<file path="src/rtl/vga_fb_pkg.sv">
// Shared constants for the dual-page VGA framebuffer: loader opcodes,
// loader FSM states and the default 640x480-class timing.
package vga_fb_pkg;

    localparam logic [7:0] OP_SETADDR = 8'h01;
    localparam logic [7:0] OP_WRITE   = 8'h02;
    localparam logic [7:0] OP_SWAP    = 8'h03;

    typedef enum logic [2:0] {
        ST_IDLE,
        ST_ADDR_HI,
        ST_ADDR_LO,
        ST_DATA,
        ST_SKIP
    } ld_state_t;

    // 256 visible clocks per line at 10 MHz covers the 640-pixel line time
    localparam int DEF_HVIS = 256;
    localparam int DEF_HFP  = 6;
    localparam int DEF_HSW  = 39;
    localparam int DEF_HBP  = 19;
    localparam int DEF_VVIS = 480;
    localparam int DEF_VFP  = 10;
    localparam int DEF_VSW  = 2;
    localparam int DEF_VBP  = 33;

endpackage

</file>
<file path="src/rtl/vga_timing.sv">
// Raster counters for the VGA scan-out: hcnt/vcnt, raw active-low syncs,
// the visible flag, and a one-clk pulse on the first clk of vertical blanking
// (hcnt==0, vcnt==VVIS), which is where page flips are allowed to land.
module vga_timing #(
    parameter int HVIS = 256,
    parameter int HFP  = 6,
    parameter int HSW  = 39,
    parameter int HBP  = 19,
    parameter int VVIS = 480,
    parameter int VFP  = 10,
    parameter int VSW  = 2,
    parameter int VBP  = 33,
    localparam int HT  = HVIS + HFP + HSW + HBP,
    localparam int VT  = VVIS + VFP + VSW + VBP,
    localparam int HW  = $clog2(HT),
    localparam int VW  = $clog2(VT)
) (
    input  logic          clk,
    input  logic          reset,
    output logic [HW-1:0] hcnt,
    output logic [VW-1:0] vcnt,
    output logic          hsync_pre,
    output logic          vsync_pre,
    output logic          visible,
    output logic          frame_start
);

    // Free-running raster position; vcnt advances when hcnt wraps
    always_ff @(posedge clk or posedge reset) begin
        if (reset) begin
            hcnt <= '0;
            vcnt <= '0;
        end else if (hcnt == HW'(HT - 1)) begin
            hcnt <= '0;
            vcnt <= (vcnt == VW'(VT - 1)) ? '0 : vcnt + 1'b1;
        end else begin
            hcnt <= hcnt + 1'b1;
        end
    end

    assign hsync_pre   = !(hcnt >= HW'(HVIS + HFP) && hcnt < HW'(HVIS + HFP + HSW));
    assign vsync_pre   = !(vcnt >= VW'(VVIS + VFP) && vcnt < VW'(VVIS + VFP + VSW));
    assign visible     = (hcnt < HW'(HVIS)) && (vcnt < VW'(VVIS));
    assign frame_start = (hcnt == '0) && (vcnt == VW'(VVIS));

endmodule

</file>
<file path="src/rtl/vga_fb_dualpage.sv">
// Dual-page VGA framebuffer: scans the front page out of a 1R/1W memory
// (read latency 1) while a serial loader writes the back page. Page flips
// requested by the loader are deferred to the start of vertical blanking.
module vga_fb_dualpage
    import vga_fb_pkg::*;
#(
    parameter int HVIS   = DEF_HVIS,
    parameter int HFP    = DEF_HFP,
    parameter int HSW    = DEF_HSW,
    parameter int HBP    = DEF_HBP,
    parameter int VVIS   = DEF_VVIS,
    parameter int VFP    = DEF_VFP,
    parameter int VSW    = DEF_VSW,
    parameter int VBP    = DEF_VBP,
    parameter int PIX_W  = 3,
    parameter int FB_LW  = 7,
    parameter int FB_LH  = 7,
    parameter int X0     = 64,
    parameter int Y0     = 0,
    parameter int YSHIFT = 1,
    localparam int AW    = FB_LW + FB_LH + 1
) (
    input  logic             clk,
    input  logic             reset,
    input  logic             serial_clk,
    input  logic             serial_data,
    input  logic             serial_cs_n,
    output logic [AW-1:0]    mem_rd_addr,
    input  logic [PIX_W-1:0] mem_rd_data,
    output logic [AW-1:0]    mem_wr_addr,
    output logic [PIX_W-1:0] mem_wr_data,
    output logic             mem_wr_en,
    output logic             hsync,
    output logic             vsync,
    output logic [PIX_W-1:0] rgb,
    output logic             swap_pending
);

    localparam int HT   = HVIS + HFP + HSW + HBP;
    localparam int VT   = VVIS + VFP + VSW + VBP;
    localparam int HW   = $clog2(HT);
    localparam int VW   = $clog2(VT);
    localparam int PW   = FB_LW + FB_LH;
    localparam int FB_W = 1 << FB_LW;
    localparam int FB_H = 1 << FB_LH;

    logic [HW-1:0] hcnt;
    logic [VW-1:0] vcnt;
    logic          hsync_pre, vsync_pre, visible, frame_start;

    vga_timing #(
        .HVIS(HVIS), .HFP(HFP), .HSW(HSW), .HBP(HBP),
        .VVIS(VVIS), .VFP(VFP), .VSW(VSW), .VBP(VBP)
    ) u_timing (
        .clk        (clk),
        .reset      (reset),
        .hcnt       (hcnt),
        .vcnt       (vcnt),
        .hsync_pre  (hsync_pre),
        .vsync_pre  (vsync_pre),
        .visible    (visible),
        .frame_start(frame_start)
    );

    // ---------------- scan-out ----------------
    logic             front_page;
    int               hrel, vrel;
    logic             in_win;
    logic [FB_LH-1:0] row;
    logic [FB_LW-1:0] col;

    // Map the raster position into framebuffer coordinates; signed math so
    // positions left of / above the window fall out as negative
    always_comb begin
        hrel   = int'(hcnt) - X0;
        vrel   = (int'(vcnt) - Y0) >>> YSHIFT;
        in_win = visible && (hrel >= 0) && (hrel < FB_W) && (vrel >= 0) && (vrel < FB_H);
    end

    assign row         = vrel[FB_LH-1:0];
    assign col         = hrel[FB_LW-1:0];
    assign mem_rd_addr = {front_page, row, col};

    logic win_d1, hs_d1, vs_d1;

    // Two-stage output pipe: address goes out with the counters, data comes
    // back a clk later, then pixel and syncs are registered together
    always_ff @(posedge clk or posedge reset) begin
        if (reset) begin
            win_d1 <= 1'b0;
            hs_d1  <= 1'b1;
            vs_d1  <= 1'b1;
            hsync  <= 1'b1;
            vsync  <= 1'b1;
            rgb    <= '0;
        end else begin
            win_d1 <= in_win;
            hs_d1  <= hsync_pre;
            vs_d1  <= vsync_pre;
            hsync  <= hs_d1;
            vsync  <= vs_d1;
            rgb    <= win_d1 ? mem_rd_data : '0;
        end
    end

    // ---------------- serial loader ----------------
    logic [1:0] sclk_sync, sdat_sync, scs_sync;
    logic       sclk_q;
    logic       sclk_edge, sdat, cs_n_s;

    // 2-FF synchronisers for the loader pins, plus one more flop on the
    // serial clock so both of its edges can be detected
    always_ff @(posedge clk or posedge reset) begin
        if (reset) begin
            sclk_sync <= 2'b00;
            sdat_sync <= 2'b00;
            scs_sync  <= 2'b11;
            sclk_q    <= 1'b0;
        end else begin
            sclk_sync <= {sclk_sync[0], serial_clk};
            sdat_sync <= {sdat_sync[0], serial_data};
            scs_sync  <= {scs_sync[0], serial_cs_n};
            sclk_q    <= sclk_sync[1];
        end
    end

    assign sclk_edge = sclk_sync[1] ^ sclk_q;
    assign sdat      = sdat_sync[1];
    assign cs_n_s    = scs_sync[1];

    logic [2:0] bit_cnt;
    logic [7:0] shreg;
    logic       byte_go;

    // Bit assembly, MSB first; deselect drops any partial byte
    always_ff @(posedge clk or posedge reset) begin
        if (reset) begin
            bit_cnt <= '0;
            shreg   <= '0;
            byte_go <= 1'b0;
        end else begin
            byte_go <= 1'b0;
            if (cs_n_s) begin
                bit_cnt <= '0;
            end else if (sclk_edge) begin
                shreg   <= {shreg[6:0], sdat};
                bit_cnt <= bit_cnt + 1'b1;
                byte_go <= (bit_cnt == 3'd7);
            end
        end
    end

    ld_state_t       state;
    logic [7:0]      addr_hi;
    logic [PW-1:0]   wr_ptr;

    // Loader FSM with write strobe, pointer and page-flip bookkeeping.
    // A swap request landing on the flip clk is written last, so it stays
    // pending for the next frame instead of being lost.
    always_ff @(posedge clk or posedge reset) begin
        if (reset) begin
            state        <= ST_IDLE;
            addr_hi      <= '0;
            wr_ptr       <= '0;
            mem_wr_en    <= 1'b0;
            mem_wr_data  <= '0;
            swap_pending <= 1'b0;
            front_page   <= 1'b0;
        end else begin
            mem_wr_en <= 1'b0;
            if (mem_wr_en)
                wr_ptr <= wr_ptr + 1'b1;
            if (frame_start && swap_pending) begin
                front_page   <= ~front_page;
                swap_pending <= 1'b0;
            end
            if (cs_n_s) begin
                state <= ST_IDLE;
            end else if (byte_go) begin
                case (state)
                    ST_IDLE: begin
                        case (shreg)
                            OP_SETADDR: state <= ST_ADDR_HI;
                            OP_WRITE:   state <= ST_DATA;
                            OP_SWAP:    swap_pending <= 1'b1;
                            default:    state <= ST_SKIP;
                        endcase
                    end
                    ST_ADDR_HI: begin
                        addr_hi <= shreg;
                        state   <= ST_ADDR_LO;
                    end
                    ST_ADDR_LO: begin
                        wr_ptr <= PW'({addr_hi, shreg});
                        state  <= ST_IDLE;
                    end
                    ST_DATA: begin
                        mem_wr_en   <= 1'b1;
                        mem_wr_data <= shreg[PIX_W-1:0];
                    end
                    default: ;
                endcase
            end
        end
    end

    // Writes always go to the page not on screen
    assign mem_wr_addr = {~front_page, wr_ptr};

endmodule

</file>
<file path="config.mk">
export PLATFORM = sky130hd
export DESIGN_NAME = vga_fb_dualpage
export DESIGN_NICKNAME = d
export VERILOG_FILES = /design/src/rtl/vga_fb_pkg.sv /design/src/rtl/vga_timing.sv /design/src/rtl/vga_fb_dualpage.sv
export SDC_FILE = /design/constraint.sdc
export NUM_CORES = 1
export LEC_CHECK = 0
export ABC_AREA = 1
export CAP_MARGIN = 25
export CORE_UTILIZATION = 44
export DETAILED_ROUTE_END_ITERATION = 7
export PLACE_DENSITY = 0.67
export SLEW_MARGIN = 20
export SYNTH_ARGS = -nofsm -noshare
export SYNTH_HDL_FRONTEND = slang
export SYNTH_SLANG_ARGS = --single-unit
</file>
<file path="constraint.sdc">
create_clock -name clk -period 2.36 [get_ports clk]
set_input_delay 0.472 -clock clk [delete_from_list [all_inputs] [get_ports clk]]
set_output_delay 0.472 -clock clk [all_outputs]
set_load 0.01 [all_outputs]
</file>
Word level (Yosys, flattened, before mapping)
Index checks and enable logic that the tools add are counted.
W data, S select, Z words.
{ "word_totals": {"output_inout_bits": 40, "ff_bits": 75, "in_bits": 8} }
{ "classes": {"n_eq_ne": 11, "bitwise": 3, "n_lt_le_gt_ge": 10, "muxes": 23, "n_reduce_logical": 20, "add_sub_neg": 5} }
{ "op_table": {"columns": ["operator", "n"], "rows": [
  ["$mux W14", 4],
  ["$lt A10 B9 Y1 const B", 3],
  ["$lt A9 B9 Y1 const B", 2],
  ["$pmux W3 S3", 2],
  ["$eq A8 B2 Y1 const B", 2],
  ["$mux W3", 5],
  ["$add A14 B1 Y14 const B", 1],
  ["$add A10 B1 Y10 const B", 1],
  ["$eq A10 B10 Y1 const B", 1],
  ["$eq A10 B9 Y1 const B", 1],
  ["$ge A10 B1 Y1 const B", 1],
  ["$ge A10 B9 Y1 const B", 1],
  ["$mux W1", 10],
  ["$mux W10", 1],
  ["$sub A9 B7 Y10 const B", 1],
  ["$add A9 B1 Y9 const B", 1],
  ["$eq A9 B9 Y1 const B", 1],
  ["$ge A9 B1 Y1 const B", 1],
  ["$ge A9 B9 Y1 const B", 1],
  ["$logic_and A1 B1 Y1", 9],
  ["$logic_not A9 Y1", 1],
  ["$lt A9 B8 Y1 const B", 1],
  ["$mux W9", 1],
  ["$reduce_and A3 Y1", 3],
  ["13 further kinds", 17]
]} }

Depth between registers and ports, before layout
Gate-level depths: netlist of the first run.
{ "logic_depth": {"ltp_word": 8, "depth_mapped": 8, "ltp_nobuf": 8} }

Hierarchy
From an unflattened synthesis of the first run, not the netlist that was laid out.
{ "unflattened": {"hier_cells": 447, "hier_area_um2": 3714.8} }
{ "modules_own_cells": {"columns": ["module", "cells_per_inst", "instances", "area_each_um2"], "rows": [
  ["vga_fb_dualpage", 289, 1, 2541.2],
  ["vga_timing", 158, 1, 1173.6]
]} }

Worst setup path after synthesis of the first run
No wires, ideal clock.
{ "synth_timing": {"path_kind": "register to register", "startpoint": "register u_timing.hcnt[6]", "endpoint": "register u_timing.vcnt[5]", "path_buffers": 0, "t_required_ns": 2.234, "t_arrival_ns": 1.423, "path_stages_with_launch": 7, "setup_ns": 0.126, "path_slack_ns": 0.812, "period_less_slack_ns": 1.548, "cell_sequence": "dfrtp_1 inv_1 ha_1 nand2_1 nor3_4 nand3_1 xor2_1"} }
{ "synth_between": {"elab_chain_len": 1} }
{ "synth_lines": {"columns": ["element", "line", "rtl"], "rows": [
  ["start, declared", "vga_timing.sv:20", "output logic [HW-1:0] hcnt,"],
  ["start signal, assigned", "vga_timing.sv:37", "hcnt <= hcnt + 1'b1;"],
  ["$eq A9 B9 Y1", "vga_timing.sv:33", "end else if (hcnt == HW'(HT - 1)) begin"],
  ["end signal, assigned", "vga_timing.sv:35", "vcnt <= (vcnt == VW'(VT - 1)) ? '0 : vcnt + 1'b1;"],
  ["end, declared", "vga_timing.sv:21", "output logic [VW-1:0] vcnt,"]
]} }
Every way passes these cells.
A chain may end at the register's enable or synchronous reset.

Final worst setup path of the first run
{ "layout_timing": {"startpoint": "register u_timing.hcnt[6]", "endpoint": "output port mem_rd_addr[6]"} }
{ "layout_between": {"elab_chain_len": 1} }
{ "layout_lines": {"columns": ["element", "line", "rtl"], "rows": [
  ["$sub A9 B7 Y10", "vga_fb_dualpage.sv:75", "hrel = int'(hcnt) - X0;"],
  ["end, declared", "vga_fb_dualpage.sv:28", "output logic [AW-1:0] mem_rd_addr,"]
]} }
Every way passes these cells.

==> results of run 1 <==
## metrics by stage
step | hold slack, ns | std cells | util, % | area, um2
2_1_floorplan | 0.3312 | 429 | - | 3664
4_1_cts | 0.3530 | 577 | 55.54 | 4380
3_3_place_gp | 0.3337 | 561 | 52.76 | 4161
3_5_place_dp | 0.3355 | 561 | 52.76 | 4161
5_1_grt | 0.3574 | 577 | 55.54 | 4380
6_report | 0.3470 | 577 | 55.54 | 4380
## logic make-up (layout without fill, tap and decap cells)
logic type | after synthesis | after routing | synth area share, %
and+or+nand+nor | 201 | 201 | 25.40
buffers and inverters | 77 | 123 | 9.880
DFF | 75 | 75 | 51.49
AOI/OAI and AO/OA | 59 | 59 | 8.137
adders and majority gates | 10 | 10 | 3.419
xor gates and xnor gates | 7 | 7 | 1.675
## where the power goes
group / internal, mW / switching (mW)
sequential: 1.33 / 0.0311
combinational: 0.0502 / 0.0973
clock: 0.626 / 0.472
## layer usage
layer	vias up	GRT usage (%)
met5	-	0
met4	0	6.538
met3	7	5.285
met2	72	29.90
met1	1390	25.30
li1	1461	-
## layout by cell type (no fill, tap or decap), types with 6 or more instances in the layout
cell type and n:
a21oi_1 11, clkbuf_8 10, clkdlybuf4s50_1 47, dfrtp_1 69
dfstp_2 6, ha_1 10, inv_1 55, nand2_1 93
nand3_1 30, nand4_1 14, nor2_1 39, nor3_1 10
o21ai_0 44, xor2_1 6
## registers in the layout, indices dropped and copies added (netlist names)
signal	flops
wr_ptr	14
u_timing.vcnt	10
u_timing.hcnt	9
shreg	8
addr_hi	6
bit_cnt	3
mem_wr_data	3
rgb	3
state	3
sclk_sync	2
scs_sync	2
sdat_sync	2
byte_go	1
front_page	1
hs_d1	1
hsync	1
mem_wr_en	1
sclk_q	1
swap_pending	1
vs_d1	1
vsync	1
win_d1	1
## worst max-delay path, cell delays in order, from the launching register on
cell and delay [ns]:
dfrtp_1 0.42, inv_1 0.14, clkdlybuf4s50_1 0.56
## worst paths after layout
path	cells past startpoint	end	from
max reg2reg	7	u_timing.vcnt[0]	u_timing.hcnt[6]
min in group asynchronous	2	wr_ptr[13]	reset
max in group asynchronous	3	scs_sync[1]	reset
min reg2reg	0	vsync	vs_d1
min	0	vsync	vs_d1
max	2	mem_rd_addr[6]	u_timing.hcnt[6]
## layout make-up
cell class | count | area [um2] | share of cell area (%)
Sequential cell | 75 | 1884 | 43.02
Multi-Input combinational cell | 277 | 1414 | 32.28
Timing Repair Buffer | 50 | 518.0 | 11.83
Inverter | 57 | 217.7 | 4.970
Clock buffer | 12 | 145.1 | 3.313
Tap cell | 102 | 127.6 | 2.913
Clock inverter | 4 | 73.82 | 1.685
==> flow_summary.ini, run 1 <==
[outcome]
outcome = completed

[cts]
holdBufCountCts = 0
cts_root_buffer = clkbuf_8
cts_resized = 0
clock_path_buffers = 2
tritoncts = built
postCtsSetupRepairBufs = 0
clk_latency_ns = 0.35
h-tree-depth = 3
tritoncts.num_buffers = 9
cts.clk_slew.worst_paths_ns = 0.08
clock-sinks = 75

[grt]
first_global_vias = 2785
grt_pass1_wl_um = 12830
antenna_found_initial = 0
track_usage_pct = 19.03
grt_max_degree = 34
gr-total-overflow = 0

[cells_and_area]
layout-drive-gt1-share_pct = 7.368
diodes = 0
area_delta_synth_final_pct = 19.69
final_nets = 488
fill_cells = 706

[worst_setup_path]
worstPathRequired_ns = 1.89
reg2reg_slack_ns = 0.57
cp.arrival_ns = 1.47
cp-start-kind = flip-flop
cp_max_fo = 5
path_class = reg -> out
endpoint_kind = output port

[floorplan]
die_w_um = 93.20
die_h_um = 93.20
die-area_mm2 = 0.008686
initial_core_util_pct = 46.40
io_pins = 48
row_count = 32
core_area_mm2 = 0.007888

[sta]
clock_skew_ns = 0.01389
hold_viol = 0
drv_slew = 0
timing.final.crit_share_pct = 82.30
relSlewSlack_pct = 63.62
period_minus_slack_ns = 1.942
finalSetupViolCount = 0
rsz0062_at_grt = no
fin_tns_setup_ns = 0
worst_slack_ns = 0.4178
fmax_mhz = 514.9
tightest_slew_ns = 0.5442

[drt]
routed.top_layer = met4
route.met3.wl_um = 437
first_iter_violations = 172
ant_nets = 0
drc = 0
avgViaCountPerCell = 5.078
routed_wl_um = 7482
wl_met1_um = 3569
dr_wl_met2_um = 3397
dr_total_vias = 2930
drtPass1Iterations = 4
wire_per_inst_um = 12.97

[yosys]
synth_top_area_cell = dfrtp_1
synth_edf_count = 0
synth_cells = 429
synth.ff_latch_count = 75
synth_area_mm2 = 0.003660
synth_cell_type_count = 29
netlist_top_cells_count = nand2_1, dfrtp_1, inv_1
synth-main-ff-cell = dfrtp_1
ys_seq_area_share_pct = 51.49
synth_nets = 447
synthTopCellsByArea = dfrtp_1, nand2_1, o21ai_0
yosysMostFrequentCell = nand2_1
synth_top_area_share_pct = 47.18
yosysWarnings = 0
syn_area_per_cell_um2 = 8.531
ys_async_sr_fraction_pct = 100.0

[pwr]
leakage_nw = 2.003
p_per_area_mw_per_mm2 = 594.1
power.total_mw = 2.603
ir_drop_mv = 0.3059

[placement]
port_buffers = 47
place_congestion = 0.8423
pre_cts_slack_ns = 0.5669
dpl.hpwl_um = 5295

[hold_path]
hold_class = reg -> reg

[job]
drv_cap = 0
Note: power is estimated with default switching activity, not from simulation.
==> run 2, diff against run 1 <==
Clock period 2.36 ns to 1.6 ns, I/O delays scaled along.
==> flow_summary.ini, run 2 (synthesized netlist as in run 1, its figures left out) <==
[cells_and_area]
multi_input_area_mm2 = 0.001434
fill_cells = 707
diodes = 0
largest_reg_flops = 14
final_nets = 519
layout-drive-gt1-share_pct = 15.81
top_register = wr_ptr
final_common_cell = nand2_1
reg_top3 = wr_ptr: 14 flops, u_timing.vcnt: 10 flops, u_timing.hcnt: 9 flops
area_delta_synth_final_pct = 27.97
final_cell_mix = nand2_1, dfrtp_1, inv_1
fin_util_pct = 59.38
stdcell_count = 608
seqCellArea_mm2 = 0.001892

[worst_setup_path]
cp-start-kind = flip-flop
reg2reg_from = u_timing.hcnt[1]
cp.arrival_ns = 1.24
cp_slowest_cell = clkdlybuf4s50_1
cp_max_fo = 2
worstPathRequired_ns = 1.28
endpoint_kind = output port
cp_num_buf_inv = 1
r2r_cells = 5
path_class = reg -> out
reg2reg_to = u_timing.vcnt[5]
slowest_delay_ns = 0.54
worst_path_dominant_cell_family = buffers and inverters
reg2reg_slack_ns = 0.11
crit_chain = clkdlybuf4s50_1

[floorplan]
io_pins = 48
die_w_um = 93.20
row_count = 32
die-area_mm2 = 0.008686
core_area_mm2 = 0.007888
initial_core_util_pct = 46.40
die_h_um = 93.20

[cts]
cts.clk_slew.worst_paths_ns = 0.08
tritoncts.num_buffers = 9
clk_latency_ns = 0.34
tritoncts = built
clock_path_buffers = 2
h-tree-depth = 3
cts_root_buffer = clkbuf_8
holdBufCountCts = 0
clock-sinks = 75

[sta]
hold-worst-slack_ns = 0.2953
tightest_slew_ns = 0.4787
finalSetupViolCount = 0
rsz0062_at_grt = yes
fin_tns_setup_ns = 0
clock_skew_ns = 0.01402
relSlewSlack_pct = 67.79
timing.final.crit_share_pct = 97.69
period_minus_slack_ns = 1.563
drv_slew = 0
fmax_mhz = 639.8
hold_viol = 0

[placement]
place_congestion = 0.9067
dpl.hpwl_um = 5683
port_buffers = 47
dp.cells = 577

[pwr]
power.total_mw = 4.178
ir_drop_mv = 0.4637
p_per_area_mw_per_mm2 = 892.2
leakage_nw = 2.335

[outcome]
outcome = completed

[grt]
track_usage_pct = 19.85
antenna_found_initial = 0
grt_max_degree = 27
first_global_vias = 2908
gr-total-overflow = 0
grt_pass1_wl_um = 13340

[drt]
dr_total_vias = 3039
drtPass1Iterations = 4
ant_nets = 0
routed_wl_um = 7915
avgViaCountPerCell = 4.998
first_iter_violations = 216
wire_per_inst_um = 13.02
drc = 0

[job]
drv_cap = 0

[hold_path]
hold_class = in -> async
run 2: changes by cell type in the layout (fill, tap and decap cells not counted), sizes merged, moves of 2 or more:
| cell | change |
|---|---|
| buf | +31 |
| bufinv | +2 |
| dlygate4sd2 | +23 |
| dlymetal6s2s | +5 |
| clkdlybuf4s50 | -28 |
| clkbuf | -2 |
run 2: routing by layer:
layer  track usage, %  up-vias  wire (um)
met5                0        -          0
met4            8.590        0        122
met3            3.415       13        355
met2            30.76       65       3574
met1            27.43     1446       3864
li1                 -     1515          -
run 2: worst max-delay path by stage:
stage	from	to	depth (start not counted)
4_1_cts	mem_wr_data[1]	mem_wr_data[1]	1
6_report	u_timing.hcnt[3]	mem_rd_addr[3]	1
5_1_grt	wr_ptr[1]	wr_ptr[8]	8
3_5_place_dp	u_timing.hcnt[7]	u_timing.vcnt[3]	7
3_3_place_gp	u_timing.hcnt[6]	u_timing.vcnt[3]	7
2_1_floorplan	u_timing.hcnt[6]	u_timing.vcnt[5]	6
run 2: metrics by stage:
stage / setup slack [ns] / area [um2]
finish: 0.03693 / 4683
global placement: 0.1495 / 4282
detailed placement: 0.1020 / 4282
CTS: 0.008355 / 4624
global route: -0.01586 / 4683
floorplan: 0.05157 / 3664
run 2: repair_timing:
item	CTS	global route
pin swaps	0	5
resized for setup	29	14
hold endpoints to repair	0	0
gates cloned	0	0
endpoints found under the setup margin	34	21
buffers inserted	12	3
run 2: layout make-up:
type	instances	area share (%)
flip-flops and latches	75	40.40
repair buffers	81	15.76
clock inverters	6	2.912
well taps	102	2.725
clock buffers	10	2.939
multi-input cells	277	30.62
inverters	57	4.649
run 2: worst register-to-register path, cell delays in order (launching register included):
cell and delay, ns:
dfrtp_1 0.40, ha_4 0.18, nand4_4 0.13, nor3_4 0.35, nand3_1 0.15, xor2_1 0.17
run 2: power by group:
| part | leakage, nW | internal, mW | switching [mW] | total [mW] |
|---|---|---|---|---|
| Clock | 0.133 | 1.24 | 0.711 | 1.95 |
| Sequential | 0.983 | 1.96 | 0.0459 | 2.00 |
| Combinational | 1.22 | 0.0791 | 0.147 | 0.226 |
| Total | 2.33 | 3.27 | 0.904 | 4.18 |
==> run 3, diff against run 2 <==
Settings changed: CORE_MARGIN set to 3.
==> flow_summary.ini, run 3 (synthesized netlist as in run 1, its figures left out) <==
[sta]
timing.final.crit_share_pct = 97.76
drv_slew = 0
fin_tns_setup_ns = 0
tightest_slew_ns = 0.4280
worst_slack_ns = 0.03583
hold_viol = 0
rsz0062_at_grt = no
fmax_mhz = 639.3
clock_skew_ns = 0.01510
relSlewSlack_pct = 71.20
period_minus_slack_ns = 1.564
finalSetupViolCount = 0

[floorplan]
io_pins = 48
core_area_mm2 = 0.007888
initial_core_util_pct = 46.40
row_count = 32
die-area_mm2 = 0.009448
die_h_um = 97.20
die_w_um = 97.20

[drt]
dr_wl_met2_um = 3426
drtPass1Iterations = 5
wire_per_inst_um = 12.91
ant_nets = 0
route.met3.wl_um = 464
avgViaCountPerCell = 5.020
routed_wl_um = 7811
wl_met1_um = 3814
first_iter_violations = 210
drc = 0
dr_total_vias = 3037
routed.top_layer = met4

[worst_setup_path]
worst_path_dominant_cell_family = buffers and inverters
cp_num_buf_inv = 1
endpoint_kind = output port
cp_slowest_cell = clkdlybuf4s50_1
reg2reg_from = u_timing.hcnt[0]
cp-start-kind = flip-flop
cp_max_fo = 2
slowest_delay_ns = 0.53
crit_chain = clkdlybuf4s50_1
reg2reg_slack_ns = 0.12
worstPathRequired_ns = 1.28
path_class = reg -> out
cp-startpoint = wr_ptr[12]
cp.arrival_ns = 1.24
r2r_cells = 6
reg2reg_to = u_timing.vcnt[3]

[grt]
antenna_found_initial = 0
track_usage_pct = 17.02
grt_max_degree = 31
first_global_vias = 2774
gr-total-overflow = 0
grt_pass1_wl_um = 13160

[cts]
cts.clk_slew.worst_paths_ns = 0.09
cts_root_buffer = clkbuf_8
clock_path_buffers = 2
holdBufCountCts = 0
clock-sinks = 75
h-tree-depth = 3
clk_latency_ns = 0.35
tritoncts = built
tritoncts.num_buffers = 9

[pwr]
leakage_nw = 2.391
ir_drop_mv = 0.5135
p_per_area_mw_per_mm2 = 828.6

[cells_and_area]
top_register = wr_ptr
reg_top3 = wr_ptr: 14 flops, u_timing.vcnt: 10 flops, u_timing.hcnt: 9 flops
fill_cells = 713
multi_input_area_mm2 = 0.001429
seqCellArea_mm2 = 0.001889
final_common_cell = nand2_1
final_nets = 516
layout-drive-gt1-share_pct = 13.72
final_cell_mix = nand2_1, dfrtp_1, inv_1
fin_util_pct = 58.47
largest_reg_flops = 14
area_delta_synth_final_pct = 26.02
diodes = 0

[placement]
place_congestion = 0.8628
port_buffers = 47
pre_cts_slack_ns = 0.04324
dpl.hpwl_um = 5581

[hold_path]
hold_class = in -> async

[job]
drv_cap = 0

[outcome]
outcome = completed
-- run 3: area by class of cell --
class                           instances  area share [%]
Multi-Input combinational cell        278           30.98
Inverter                               57           4.721
Sequential cell                        75           40.97
Clock inverter                          7           1.980
Clock buffer                            9           2.686
Timing Repair Buffer                   77           15.90
Tap cell                              102           2.767
-- run 3: metal layers --
| layer | up-vias | track usage, % |
|---|---|---|
| li1 | 1519 | - |
| met1 | 1421 | 24.78 |
| met2 | 86 | 24.89 |
| met3 | 11 | 4.307 |
| met4 | 0 | 5.508 |
| met5 | - | 0 |
-- run 3: worst max path at each step --
| stage | slack [ns] | depth (start not counted) | endpoint |
|---|---|---|---|
| 2_1_floorplan | 0.05 | 6 | u_timing.vcnt[5] |
| 3_3_place_gp | 0.12 | 7 | u_timing.vcnt[3] |
| 3_5_place_dp | 0.04 | 7 | u_timing.vcnt[3] |
| 4_1_cts | 0.002 | 1 | mem_rd_addr[4] |
| 5_1_grt | 0.003 | 6 | u_timing.vcnt[0] |
| 6_report | 0.04 | 1 | mem_wr_addr[12] |
-- run 3: repair_timing --
item / 4_1_cts / 5_1_grt
setup buffers: 11 / 1
pin swaps: 0 / 1
endpoints found under the hold margin: 0 / 0
resized for setup: 26 / 12
gates cloned: 0 / 1
setup endpoints to repair: 33 / 25
-- run 3: worst register-to-register path: cells and delay by family (launching register included) --
kind | cells | cell delay (ns)
buffers and inverters | 1 | 0.21
and+or+nand+nor | 3 | 0.54
DFF | 1 | 0.35
AOI/OAI and AO/OA | 1 | 0.08
adders and majority gates | 1 | 0.21
-- run 3: metrics by stage --
step                      hold WS, ns  power (mW)  std cells  instance area, um2
after floorplan                0.3245       2.169        429                3664
after global placement         0.3322       2.259        576                4287
after detailed placement       0.3396       2.271        576                4287
after CTS                      0.3062       3.856        603                4562
after global routing           0.3232       3.989        605                4612
final                          0.3055       3.821        605                4612
-- run 3: where the power goes --
part           switching, mW  internal, mW  total (mW)
sequential            0.0448          1.96        2.00
combinational          0.153        0.0796       0.232
clock                  0.713         0.875        1.59
